### src/rtl/lsn_pkg.sv
// Shared helpers for the lsn left-shift normalizer: shift-amount width derivation,
// saturating exponent subtract and the normalization mode type.
package lsn_pkg;

    typedef enum logic [0:0] {
        NORM_FULL  = 1'b0,
        NORM_CLAMP = 1'b1
    } norm_mode_e;

    function automatic int unsigned shift_width(input int unsigned w);
        return $clog2(w + 1);
    endfunction

    function automatic int unsigned sat_sub(input int unsigned e, input int unsigned s);
        return (s > e) ? 0 : e - s;
    endfunction

endpackage

### src/rtl/lsn_lzc.sv
// Combinational leading-zero counter; returns WIDTH for an all-zero input.
module lzc
    import lsn_pkg::*;
#(
    parameter int unsigned WIDTH       = 8,
    parameter int unsigned SHIFT_WIDTH = shift_width(WIDTH)
) (
    input  logic [WIDTH-1:0]       data,
    output logic [SHIFT_WIDTH-1:0] count
);

    // Scan upward so the highest set bit is the last one to write the count.
    always_comb begin
        count = SHIFT_WIDTH'(WIDTH);
        for (int unsigned i = 0; i < WIDTH; i++) begin
            if (data[i]) begin
                count = SHIFT_WIDTH'(WIDTH - 1 - i);
            end
        end
    end

endmodule

### src/rtl/lsn.sv
// Two-stage pipelined left-shift normalizer with valid/ready on both sides.
// Define LSN_EXP_CLAMP_EN to limit the shift so the exponent floors at 0 instead of wrapping.
module lsn
    import lsn_pkg::*;
#(
    parameter int unsigned WIDTH       = 8,
    parameter int unsigned EXP_WIDTH   = 8,
    parameter int unsigned SHIFT_WIDTH = shift_width(WIDTH)
) (
    input  logic                   clk,
    input  logic                   rst_n,
    input  logic                   in_valid,
    output logic                   in_ready,
    input  logic [WIDTH-1:0]       in_data,
    input  logic [EXP_WIDTH-1:0]   in_exp,
    output logic                   out_valid,
    input  logic                   out_ready,
    output logic [WIDTH-1:0]       out_data,
    output logic [EXP_WIDTH-1:0]   out_exp,
    output logic [SHIFT_WIDTH-1:0] out_shift,
    output logic                   out_zero,
    output logic                   out_uflow
);

`ifdef LSN_EXP_CLAMP_EN
    localparam norm_mode_e MODE = NORM_CLAMP;
`else
    localparam norm_mode_e MODE = NORM_FULL;
`endif

    logic                   s1_v;
    logic [WIDTH-1:0]       s1_data;
    logic [EXP_WIDTH-1:0]   s1_exp;
    logic [SHIFT_WIDTH-1:0] s1_lz;
    logic [SHIFT_WIDTH-1:0] lz_in;

    logic                   s1_adv;
    logic                   s2_adv;

    logic [EXP_WIDTH:0]     diff;
    logic                   borrow;
    logic [SHIFT_WIDTH-1:0] shamt;
    logic [EXP_WIDTH-1:0]   n_exp;

    lzc #(
        .WIDTH      (WIDTH),
        .SHIFT_WIDTH(SHIFT_WIDTH)
    ) u_lzc (
        .data (in_data),
        .count(lz_in)
    );

    assign s2_adv   = !out_valid || out_ready;
    assign s1_adv   = !s1_v || s2_adv;
    assign in_ready = s1_adv;

    always_ff @(posedge clk or negedge rst_n) begin
        if (!rst_n) begin
            s1_v    <= 1'b0;
            s1_data <= '0;
            s1_exp  <= '0;
            s1_lz   <= '0;
        end else if (s1_adv) begin
            s1_v <= in_valid;
            if (in_valid) begin
                s1_data <= in_data;
                s1_exp  <= in_exp;
                s1_lz   <= lz_in;
            end
        end
    end

    // The borrow of the widened subtract is the underflow flag in both modes;
    // in clamp mode it also selects the exponent itself as the shift limit.
    always_comb begin
        diff   = {1'b0, s1_exp} - (EXP_WIDTH + 1)'(s1_lz);
        borrow = diff[EXP_WIDTH];
        shamt  = s1_lz;
        n_exp  = diff[EXP_WIDTH-1:0];
        if (MODE == NORM_CLAMP) begin
            n_exp = EXP_WIDTH'(sat_sub(32'(s1_exp), 32'(s1_lz)));
            if (borrow) begin
                shamt = SHIFT_WIDTH'(s1_exp);
            end
        end
    end

    always_ff @(posedge clk or negedge rst_n) begin
        if (!rst_n) begin
            out_valid <= 1'b0;
            out_data  <= '0;
            out_exp   <= '0;
            out_shift <= '0;
            out_zero  <= 1'b0;
            out_uflow <= 1'b0;
        end else if (s2_adv) begin
            out_valid <= s1_v;
            if (s1_v) begin
                if (s1_data == '0) begin
                    out_data  <= '0;
                    out_exp   <= '0;
                    out_shift <= '0;
                    out_zero  <= 1'b1;
                    out_uflow <= 1'b0;
                end else begin
                    out_data  <= s1_data << shamt;
                    out_exp   <= n_exp;
                    out_shift <= shamt;
                    out_zero  <= 1'b0;
                    out_uflow <= borrow;
                end
            end
        end
    end

endmodule

### config.mk
export PLATFORM = sky130hd
export DESIGN_NAME = lsn
export DESIGN_NICKNAME = d
export VERILOG_FILES = /design/src/rtl/lsn_pkg.sv /design/src/rtl/lsn_lzc.sv /design/src/rtl/lsn.sv
export SDC_FILE = /design/constraint.sdc
export NUM_CORES = 1
export LEC_CHECK = 0
export ABC_AREA = 1
export CAP_MARGIN = 20
export CORE_UTILIZATION = 50
export CTS_BUF_LIST = sky130_fd_sc_hd__clkbuf_2 sky130_fd_sc_hd__clkbuf_4 sky130_fd_sc_hd__clkbuf_8
export DETAILED_ROUTE_END_ITERATION = 12
export HOLD_SLACK_MARGIN = 0.03
export PLACE_DENSITY = 0.86
export SLEW_MARGIN = 40
export SYNTH_ARGS = -nofsm -noshare
export SYNTH_HDL_FRONTEND = slang
export SYNTH_SLANG_ARGS = --single-unit
### constraint.sdc
create_clock -name clk -period 3.43 [get_ports clk]
set_input_delay 1.029 -clock clk [delete_from_list [all_inputs] [get_ports clk]]
set_output_delay 1.029 -clock clk [all_outputs]
set_load 0.01 [all_outputs]
# Word-level counts from Yosys, hierarchy flattened
# Cells that the tools add are included.
# totals
register_bits	44
inputBits	20
out_inout_bits	24
# op_classes
n_addsub	1
n_shift	1
muxes	13
reduce_logical	7
# op_table
op	n
2-to-1 mux 4 bit	9
2-to-1 mux 8 bit	2
subtractor 8 x 4 -> 9 bit	1
logical NOT 8 bit	1
left shift 8 x 4 -> 8 bit	1
AND reduction 2 bit	2
logical NOT 1 bit	2
logical OR 1 bit	2
2-to-1 mux 1 bit	2

# Depth between registers and ports, before layout
# logic_depth
ltp_word	8
ltp_mapped	11
mapped_depth_nobuf	11

# Modules after synthesis
# Synthesis repeated with hierarchy kept, for this count alone.
# hier_totals
hier_cells	277
area_unflattened_um2	2337.2
# modules_own_cells
mod	n_inst	cells_per_inst	area_per_inst_um2	seq_area_each_um2
lsn	1	256	2235.9	1101.1
lzc	1	21	101.3	0.0

# Worst setup path before layout
# No wires, ideal clock.
# synth_path
kind	in2out
startpoint	input port out_ready
endpoint	output port in_ready
arrival_time_ns	1.193
t_required_ns	2.401
path_slack_ns	1.208
path_stages	2
path_buffers	0
path_cell_list	inv_1 nand3_2
# synth_via
elab_chain_len	2
# synth_lines
element	line	rtl
from (decl)	lsn.sv:17	input logic out_ready,
logical OR 1 bit	lsn.sv:53	assign s2_adv = !out_valid || out_ready;
logical OR 1 bit	lsn.sv:54	assign s1_adv = !s1_v || s2_adv;
to (decl)	lsn.sv:13	output logic in_ready,
# No other way between the ends.

# Worst setup path in the final report
# Ends and elaborated chain as after synthesis.

==> key figures <==
Power
  • Pint: roughly 1.1 mW
  • Net switching power: around 0.56 mW
  • Pwr Total: 1.70 mW
  • Seq pwr share: approximately 43%
  • VDD IR max: between 0.2 and 0.25 mV
  • Comb pwr share: between 30 and 40%
  • Clk pwr share: a little under a quarter
  • Pwr dens: between 500 and 600 nW/um^2
  • Sw frac: 32.7%
  • Leak pwr: between 1 and 1.5 nW

Setup path
  • Setup crit start: out_ready
  • Worst path buffer plus inverter count: 3
  • Crit Path Class: in -> out
  • Critical R2R Launch: s1_lz[0]
  • Critical Path Fanout Max: 3
  • Crit path DAT: approximately 2100 ps
  • Most frequent CP cell: clkdlybuf4s50_1
  • CP Data Required Time: roughly 2400 ps
  • Crit-path leading delay family: buffers and inverters
  • CP peak stage delay: 540 ps
  • Worst setup EP type: output port
  • Critical Path Slowest Stage Cell: clkdlybuf4s50_1
  • Worst path cell trace: clkdlybuf4s50_1 > inv_1 > nand3_2 > clkdlybuf4s50_1
  • Startpoint types: primary input

Clock network
  • Hold buffer count at CTS: 0
  • CTS tree: yes
  • Clock Pin Slew Worst Setup and Hold Paths: approximately 70 ps
  • Post_cts resized: 0
  • TritonCTS Sinks: between 40 and 50
  • Root Buffer: clkbuf_8
  • Postcts setup bufs: 0
  • Clock Path Buffers: 2
  • H-tree depth: 2
  • Skew-Pair Late Insertion Delay: 300 ps
  • Total CTS buffers: 5

STA
  • Final Hold Vio Count: 0
  • Relative max-transition margin: 62.2%
  • Setup violators final: 0
  • Worst Clk Skew: a little under 8 ps
  • RSZ-0062 raised after global routing: false
  • Final min period: between 3000 and 4000 ps
  • Slew @ Worst Pin: 567 ps
  • Fin. max-slew vios: 0
  • Post-route clock period utilization: roughly 93%
  • Final TNS setup: 0 ps
  • Fmax: about 320 MHz

Global route
  • Initial antenna violation count: 0
  • Vias in the first global route: 1,873
  • First-pass GRT wire length: about 8 mm
  • GRT Util Overall: 21.1%
  • GRT overflow: 0
  • Pin count of the biggest net entering global routing: between 40 and 50

Yosys
  • Commonest register cell after synthesis: dfrtp_1
  • #FFs+latches synth: 44
  • Ranking of synthesized cells by area: dfrtp_1 47%, nand2_1 18%, nand3_1 4.7%, o21ai_0 4.3%, inv_1 3.7%
  • Yosys top cell area share: a little under half
  • Synth Area per Inst: ~8.0 um^2
  • Synth unique cells: 29
  • Post-Synthesis Cell Area: 2320 um^2
  • Leading area contributor after synthesis: dfrtp_1
  • Post-synthesis sequential area ratio: between 40 and 50%
  • Post-synth EDFFs: 0
  • Synth warnings: 0
  • Fraction of registers with async set/reset: between 90% and 100%
  • Post-Syn Nets: 315
  • Synth Instances: slightly below 300

Run
  • MaxCap Viol Count: 0

Floorplanning
  • Row cnt: 24
  • Die H: ~70 um
  • Die Wd: 70.1 um
  • Die area: between 4000 and 5000 um^2
  • Core Box Area: approximately 4400 um^2
  • Initial Util: a little over half
  • IO Count: 44

Drt
  • WL final: about 4.7 mm
  • Via-per-instance ratio: 5.11
  • DRT Pass-1 Iters: 4
  • Antenna Violating Nets Remaining: 0
  • Vias post-DR: around 2,000
  • Drt wl/cell: roughly 12 um
  • Number of DRC markers in iteration 0: 123
  • DR DRC count: 0

Placed design
  • Port Buffers: 43
  • Dpl cell area: between 2000 and 3000 um^2
  • HPWL Detailed: roughly 3.4 mm
  • RD Place Congestion: about 0.83

Final layout
  • Layout Nets: 356
  • Commonest non-fill, non-tap cell in the layout: nand2_1
  • Layout cells sized above 1: 9.06%
  • Area growth syn-to-layout: 22.4%
  • Design area: 2840 um^2
  • Commonest non-fill, non-tap cells in the layout: 112 x nand2_1, 44 x dfrtp_1, 42 x clkdlybuf4s50_1, 23 x inv_1, 22 x nand3_1
  • Diode count: 0

Hold path
  • Hold WC Path Type: reg -> reg
  • Hold path start: out_shift[1]

Outcome
  • Status: finished, final reports clean
-- final timing paths --
| path | endpoint | slack, ps | cells after the start |
|---|---|---|---|
| min in group asynchronous | out_exp[2] | 700 | 1 |
| setup / recovery | in_ready | 260 | 4 |
| hold / removal | out_shift[1] | 490 | 2 |
| hold reg to reg | out_shift[1] | 490 | 2 |
| max in group asynchronous | s1_data[1] | 2360 | 1 |
| setup reg to reg | out_exp[6] | 1430 | 10 |
-- per-stage QoR --
step,utilization (%),std cells,hold slack (ps),worst slack [ps]
2_1_floorplan,-,289,455,1210
3_3_place_gp,61.7,375,465,263
3_5_place_dp,61.8,375,467,260
4_1_cts,64.3,383,487,252
5_1_grt,64.3,383,511,221
6_report,64.3,383,486,257
-- cell families after synthesis --
kind of cell    count (synthesis)  synth area share, %
compound gates                 34                 8.10
buf+inv                        38                 8.53
flops                          44                 47.5
simple gates                  167                 32.3
fa+ha+maj                       6                 3.56
-- area by class of cell --
type                    instances  area (um^2)
flip-flops and latches         44         1100
inverters                      28          105
clock inverters                 2         35.0
repair buffers                 44          435
fillers                       400         1580
clock buffers                   6         76.3
well taps                      52         65.1
multi-input cells             207         1020
-- registers in the layout, indices dropped and copies added, names as in the netlist --
name       count
out_data       8
out_exp        8
s1_data        8
s1_exp         8
out_shift      4
s1_lz          4
out_uflow      1
out_valid      1
out_zero       1
s1_v           1
-- cells in the mapped netlist (2+ instances only) --
cell type / number
nand2_2: 3
a21oi_1: 4
nand3_1: 22
nor2_4: 2
buf_4: 2
ha_1: 5
buf_6: 6
o211ai_1: 5
o21ai_1: 3
dfrtp_1: 44
nor2_1: 12
nor2_2: 4
inv_1: 23
o21ai_0: 20
inv_2: 4
nand3_2: 5
nand2_1: 112
buf_2: 2
-- per-layer routing --
metal	GRT usage, %	up-vias	share of wire [%]
met4	10.9	0	2.0
li1	-	1000	-
met3	3.90	10	5.6
met1	29.6	881	46
met5	0	-	0
met2	31.1	68	46
-- power by group through the flow --
stage	clock network, mW	logic, mW	registers [mW]
5_1_grt	0.420	0.641	0.743
3_3_place_gp	0	0.556	0.728
4_1_cts	0.405	0.576	0.724
2_1_floorplan	0	0.301	0.755
3_5_place_dp	0	0.571	0.734
6_report	0.400	0.573	0.724
-- worst register-to-register path, delay by kind of cell, from the launching register on --
family	cells	cell delay, ps
compound gates	1	150
fa+ha+maj	2	630
buf+inv	1	50
flops	1	710
simple gates	6	400
No activity file was read; power rests on OpenSTA's default activity.
==> patch 1 (same settings) <==
`EXP_WIDTH`: 8 -> 9.
--- a/src/rtl/lsn.sv
+++ b/src/rtl/lsn.sv
@@ -4,7 +4,7 @@
     import lsn_pkg::*;
 #(
     parameter int unsigned WIDTH       = 8,
-    parameter int unsigned EXP_WIDTH   = 8,
+    parameter int unsigned EXP_WIDTH   = 9,
     parameter int unsigned SHIFT_WIDTH = shift_width(WIDTH)
 ) (
     input  logic                   clk,
Ports: changed (resized in_exp and out_exp); port bits go from 44 to 46. No check against the original RTL was run, so the function may have changed too.
==> patch 1 against the original RTL <==
- sequential share of layout area increased by 1.4 points
- worst setup slack got worse by 12 ps
- combinational power grew 4.4%
- via count grew 6.4%
- wire length increased by 4.5%
- cell area grew 0.97%
- area after synthesis is 0.16% higher
- sequential power up 3.7%
- clock skew fell by 4.3 ps
- sequential cell count up 2
- power decreased by 2.3%
- largest cell class unchanged
==> patch 1: results (changes against the original RTL) <==
INFO  run_status     outcome=completed
INFO  critical_path  rrSetupSlack=1620ps [+190 ps]
INFO  synth          synth_cell_type_count=22 [-24%]
INFO  cts            insertion_delay=300ps [about the same]
INFO  global_routing grt_usage=21.77% [+0.70 points]
INFO  cts            tritoncts.num_buffers=5 [unchanged]
INFO  synth          seq_area_frac_synth=49.57% [+2.1 points]
INFO  placement      place.gp.congestion=0.8323 [-0.25%]
INFO  synth          synth_area_leaders=sky130_fd_sc_hd__dfrtp_1, sky130_fd_sc_hd__nand2_1, sky130_fd_sc_hd__nand3_1, sky130_fd_sc_hd__o21ai_0, sky130_fd_sc_hd__inv_1
INFO  route          routed_wl=4913um [+4.5%]
INFO  power_and_ir_drop sequentialPower=751uW [+3.7%]
INFO  route          drt-vias-per-instance=5.223 [+2.1%]
INFO  placement      place_area=2786squm [+2.2%]
INFO  placement      count_of_port_buffers_added_during_placement=45 [+4.7%]
INFO  global_routing grt_antenna_before_repair=0 [unchanged]
INFO  critical_path  rr_worst_depth=8 [-2]
INFO  finish         fin_nets=373 [+4.8%]
INFO  power_and_ir_drop power.switching=567.5uW [+2.2%]
INFO  global_routing number_of_global_route_vias_before_repair=1906 [+1.8%]
INFO  route          avgRoutedWirePerCell=12.31um [+0.28%]
INFO  finish         final_layout_size_suffix_gt1_share=4.899% [-4.2 points]
INFO  power_and_ir_drop vdd.ir_drop.worst=0.2220mV [-0.91%]
INFO  critical_path  worstPathArrival=2160ps [+20 ps]
INFO  synth          synth_nets=329 [+4.4%]
INFO  finish         n_antenna_cell=0 [unchanged]
INFO  global_routing grt_pass1_wl=8452um [+2.6%]
INFO  synth          ys_async_sr_fraction=100.0% [unchanged]
INFO  power_and_ir_drop combinational_cell_power=598uW [+4.4%]
INFO  min_path       hold_path_startpoint=out_data[6]
INFO  cts            root_buffer=sky130_fd_sc_hd__clkbuf_8
INFO  min_path       min_to=out_data[6]
INFO  critical_path  critical_path.reg2reg.startpoint=s1_lz[0]
INFO  placement      numPlacedInstances=392 [+4.5%]
INFO  sta            timing.clock.skew=3.452ps [-4.339 ps]
INFO  placement      detailed_place_hpwl=3646um [+7.4%]
INFO  power_and_ir_drop p_leak=0.001433uW [+3.0%]
INFO  route          detail_route.iter0.violations=145 [+18%]
INFO  route          dr.pass1.iters=4 [unchanged]
INFO  finish         fill_cells=372 [-7.0%]
INFO  synth          netlist_top_cells_count=sky130_fd_sc_hd__nand2_1, sky130_fd_sc_hd__dfrtp_1, sky130_fd_sc_hd__nand3_1
INFO  synth          syn_area_per_cell=7.664squm [-4.5%]
INFO  critical_path  r2r-end=out_exp[6]
INFO  power_and_ir_drop cellPowerDensity=578.9nW/um^2 [-3.2%]
INFO  sta            worst_slew_margin_rel=63.43% [+1.2 points]
INFO  cts            post_cts.resized_instances=0 [unchanged]
INFO  global_routing largest_net_degree_at_the_start_of_global_routing=47 [+4.4%]
## patch 1: per-stage QoR
stage	hold WS, ps	util, %	setup slack [ps]
6_report	479.5	64.91	245.1
5_1_grt	516.7	64.91	170.7
3_5_place_dp	468.3	63.12	255.1
3_3_place_gp	464.6	63.07	262.4
2_1_floorplan	455.3	-	1217
4_1_cts	488.9	64.91	243.1
## patch 1: final cells by class
class	count	area, sq um	area share [%]
timing repair buffer	47	462.9	16.16
clock inverter	2	10.01	0.3493
multi-input combinational	218	996.0	34.76
inverter	29	111.4	3.886
clock buffer	5	68.82	2.402
sequential	46	1151	40.17
tap	52	65.06	2.271
## patch 1: cells by family after synthesis
logic type                 count (synthesis)  share of synthesized area [%]
AOI/OAI and AO/OA                         31                          7.166
xor gates and xnor gates                   1                         0.3772
adders and majority gates                  5                          3.017
buffers and inverters                     39                          7.543
DFF                                       46                          49.57
and+or+nand+nor                          181                          32.33
## patch 1: critical path, cell delays in order
cell and delay (ps):
sky130_fd_sc_hd__clkdlybuf4s50_1 450, sky130_fd_sc_hd__inv_1 50, sky130_fd_sc_hd__nand3_2 80, sky130_fd_sc_hd__clkdlybuf4s50_1 540
## patch 1: worst max path at each step
stage / from / to / slack (ps) / cells past startpoint
2_1_floorplan: out_ready / in_ready / 1220 / 2
3_3_place_gp: out_ready / in_ready / 260 / 4
3_5_place_dp: out_ready / in_ready / 260 / 4
4_1_cts: out_ready / in_ready / 240 / 4
5_1_grt: out_ready / in_ready / 170 / 4
6_report: out_ready / in_ready / 250 / 4
## patch 1: per-layer routing
layer	part of all wire [%]	up-vias	routed length (um)	global-route usage (%)
li1	-	1049	-	-
met5	0	-	0	0
met4	2.1	0	103	9.556
met1	47	962	2315	29.54
met3	3.9	8	194	5.195
met2	47	65	2300	33.33
==> patch 2 (same flow settings) <==
Without the edit above. Make the reset (`rst_n`) synchronous in 2 clocked blocks.
--- a/src/rtl/lsn.sv
+++ b/src/rtl/lsn.sv
@@ -54,7 +54,7 @@
     assign s1_adv   = !s1_v || s2_adv;
     assign in_ready = s1_adv;
 
-    always_ff @(posedge clk or negedge rst_n) begin
+    always_ff @(posedge clk) begin
         if (!rst_n) begin
             s1_v    <= 1'b0;
             s1_data <= '0;
@@ -85,7 +85,7 @@
         end
     end
 
-    always_ff @(posedge clk or negedge rst_n) begin
+    always_ff @(posedge clk) begin
         if (!rst_n) begin
             out_valid <= 1'b0;
             out_data  <= '0;
Check against the original RTL: differs if rst_n is asserted again (counterexample within 4 cycles, from zero or initial values and one cycle with rst_n low); with rst_n held inactive, the same outputs for 10 cycles.
==> patch 2 against the original RTL <==
- first-iteration DRC count rose by 9.8%
- sequential cell count is the same
- wire length down 3.5%
- cell area is 5.8% lower
- critical path depth unchanged
- cell count grew 1.0%
- clock skew shrank 2.7 ps
- non-clock buffer count is the same
- worst setup slack worse by 50 ps
- die area is 5.4% lower
- utilization grew 0.69 points
- area after synthesis down 5.6%
Power is not compared: it rests on default switching activity, and its combinational part moved more than twofold at a synthesized area within 25%.
==> patch 2: results (changes against the original RTL) <==
INFO  cts            post_cts.resized_instances=0 [unchanged]
INFO  synth          synth_area_leaders=sky130_fd_sc_hd__dfxtp_1, sky130_fd_sc_hd__nand2_1, sky130_fd_sc_hd__a21oi_1, sky130_fd_sc_hd__nand3_1, sky130_fd_sc_hd__inv_1
INFO  synth          ys_dominant_reg_cell=sky130_fd_sc_hd__dfxtp_1
INFO  synth          netlist_top_cells_count=sky130_fd_sc_hd__nand2_1, sky130_fd_sc_hd__dfxtp_1, sky130_fd_sc_hd__a21oi_1
INFO  finish         fin_nets=363 [+2.0%]
INFO  synth          synth_cell_type_count=33 [+14%]
INFO  route          detail_route.iter0.violations=135 [+9.8%]
INFO  global_routing number_of_global_route_vias_before_repair=1724 [-8.0%]
INFO  critical_path  r2r-end=out_uflow
INFO  global_routing grt_pass1_wl=7590um [-7.9%]
INFO  cts            cts.path.max_buffers=2 [unchanged]
INFO  sta            postLayoutSetupSlackWorst=207.0ps [-49.71 ps]
INFO  sta            fin_worst_hold_slack=464.6ps [-21.39 ps]
INFO  finish         final_layout_size_suffix_gt1_share=7.418% [-1.6 points]
INFO  synth          seq_area_frac_synth=40.23% [-7.3 points]
INFO  global_routing largest_net_degree_at_the_start_of_global_routing=30 [-33%]
INFO  route          drt-vias-per-instance=5.160 [+0.89%]
INFO  critical_path  critical_path.reg2reg.startpoint=s1_lz[0]
INFO  synth          synth_nets=326 [+3.5%]
INFO  route          routed_wl=4538um [-3.5%]
INFO  sta            timing.clock.skew=5.065ps [-2.726 ps]
INFO  placement      place_area=2592squm [-4.9%]
INFO  critical_path  slowest_cell_on_the_critical_path=sky130_fd_sc_hd__clkdlybuf4s50_1
INFO  route          dr.pass1.iters=4 [unchanged]
INFO  placement      place.gp.congestion=0.8109 [-2.8%]
INFO  min_path       hold_path_startpoint=out_data[0]
INFO  synth          syn_area_per_cell=7.299squm [-9.0%]
INFO  placement      detailed_place_hpwl=3402um [+0.21%]
INFO  critical_path  worstPathArrival=2190ps [+50 ps]
INFO  run_status     outcome=completed
INFO  critical_path  rrSetupSlack=1350ps [-80 ps]
INFO  sta            worst_pin_slew=717.4ps [+150.7 ps]
INFO  synth          ys_async_sr_fraction=0% [-100 points]
INFO  critical_path  cp_capture_type=output pin
INFO  min_path       min_to=out_data[0]
INFO  placement      numPlacedInstances=380 [+1.3%]
INFO  global_routing grt_usage=21.91% [+0.84 points]
INFO  cts            cts_hold_repair.buffers=0 [unchanged]
INFO  critical_path  rr_worst_depth=8 [-2]
INFO  finish         n_antenna_cell=0 [unchanged]
INFO  finish         fin_cells=387 [+1.0%]
INFO  placement      dp_slack=217.1ps [-42.44 ps]
-- patch 2: routing by layer --
layer  vias to the layer above  wire length (um)  track usage (%)
li1                       1053                 -                -
met1                       882              2190            28.97
met2                        55              2068            34.44
met3                         7               214            6.000
met4                         0                65            6.771
met5                         -                 0                0
-- patch 2: report_power, final --
part | leakage [uW] | switching, uW | internal, uW
logic | 0.000681 | 114 | 91.0
registers | 0.000361 | 24.4 | 539
clock network | 0.0000445 | 162 | 146
-- patch 2: cell type report --
| cell class | count | area (sq um) |
|---|---|---|
| inverter | 31 | 116.4 |
| clock inverter | 1 | 5.005 |
| timing repair buffer | 44 | 437.9 |
| multi-input combinational | 211 | 1095 |
| fill | 393 | 1441 |
| sequential | 44 | 880.8 |
| clock buffer | 6 | 76.32 |
| tap | 50 | 62.56 |
-- patch 2: cell families after synthesis --
kind of cell	synth area share (%)
AND/OR/NAND/NOR	29.89
adder cells (fa/ha/maj)	3.771
buffers and inverters	9.772
AO/OA/AOI/OAI	15.94
XOR/XNOR	0.4001
flip-flops	40.23
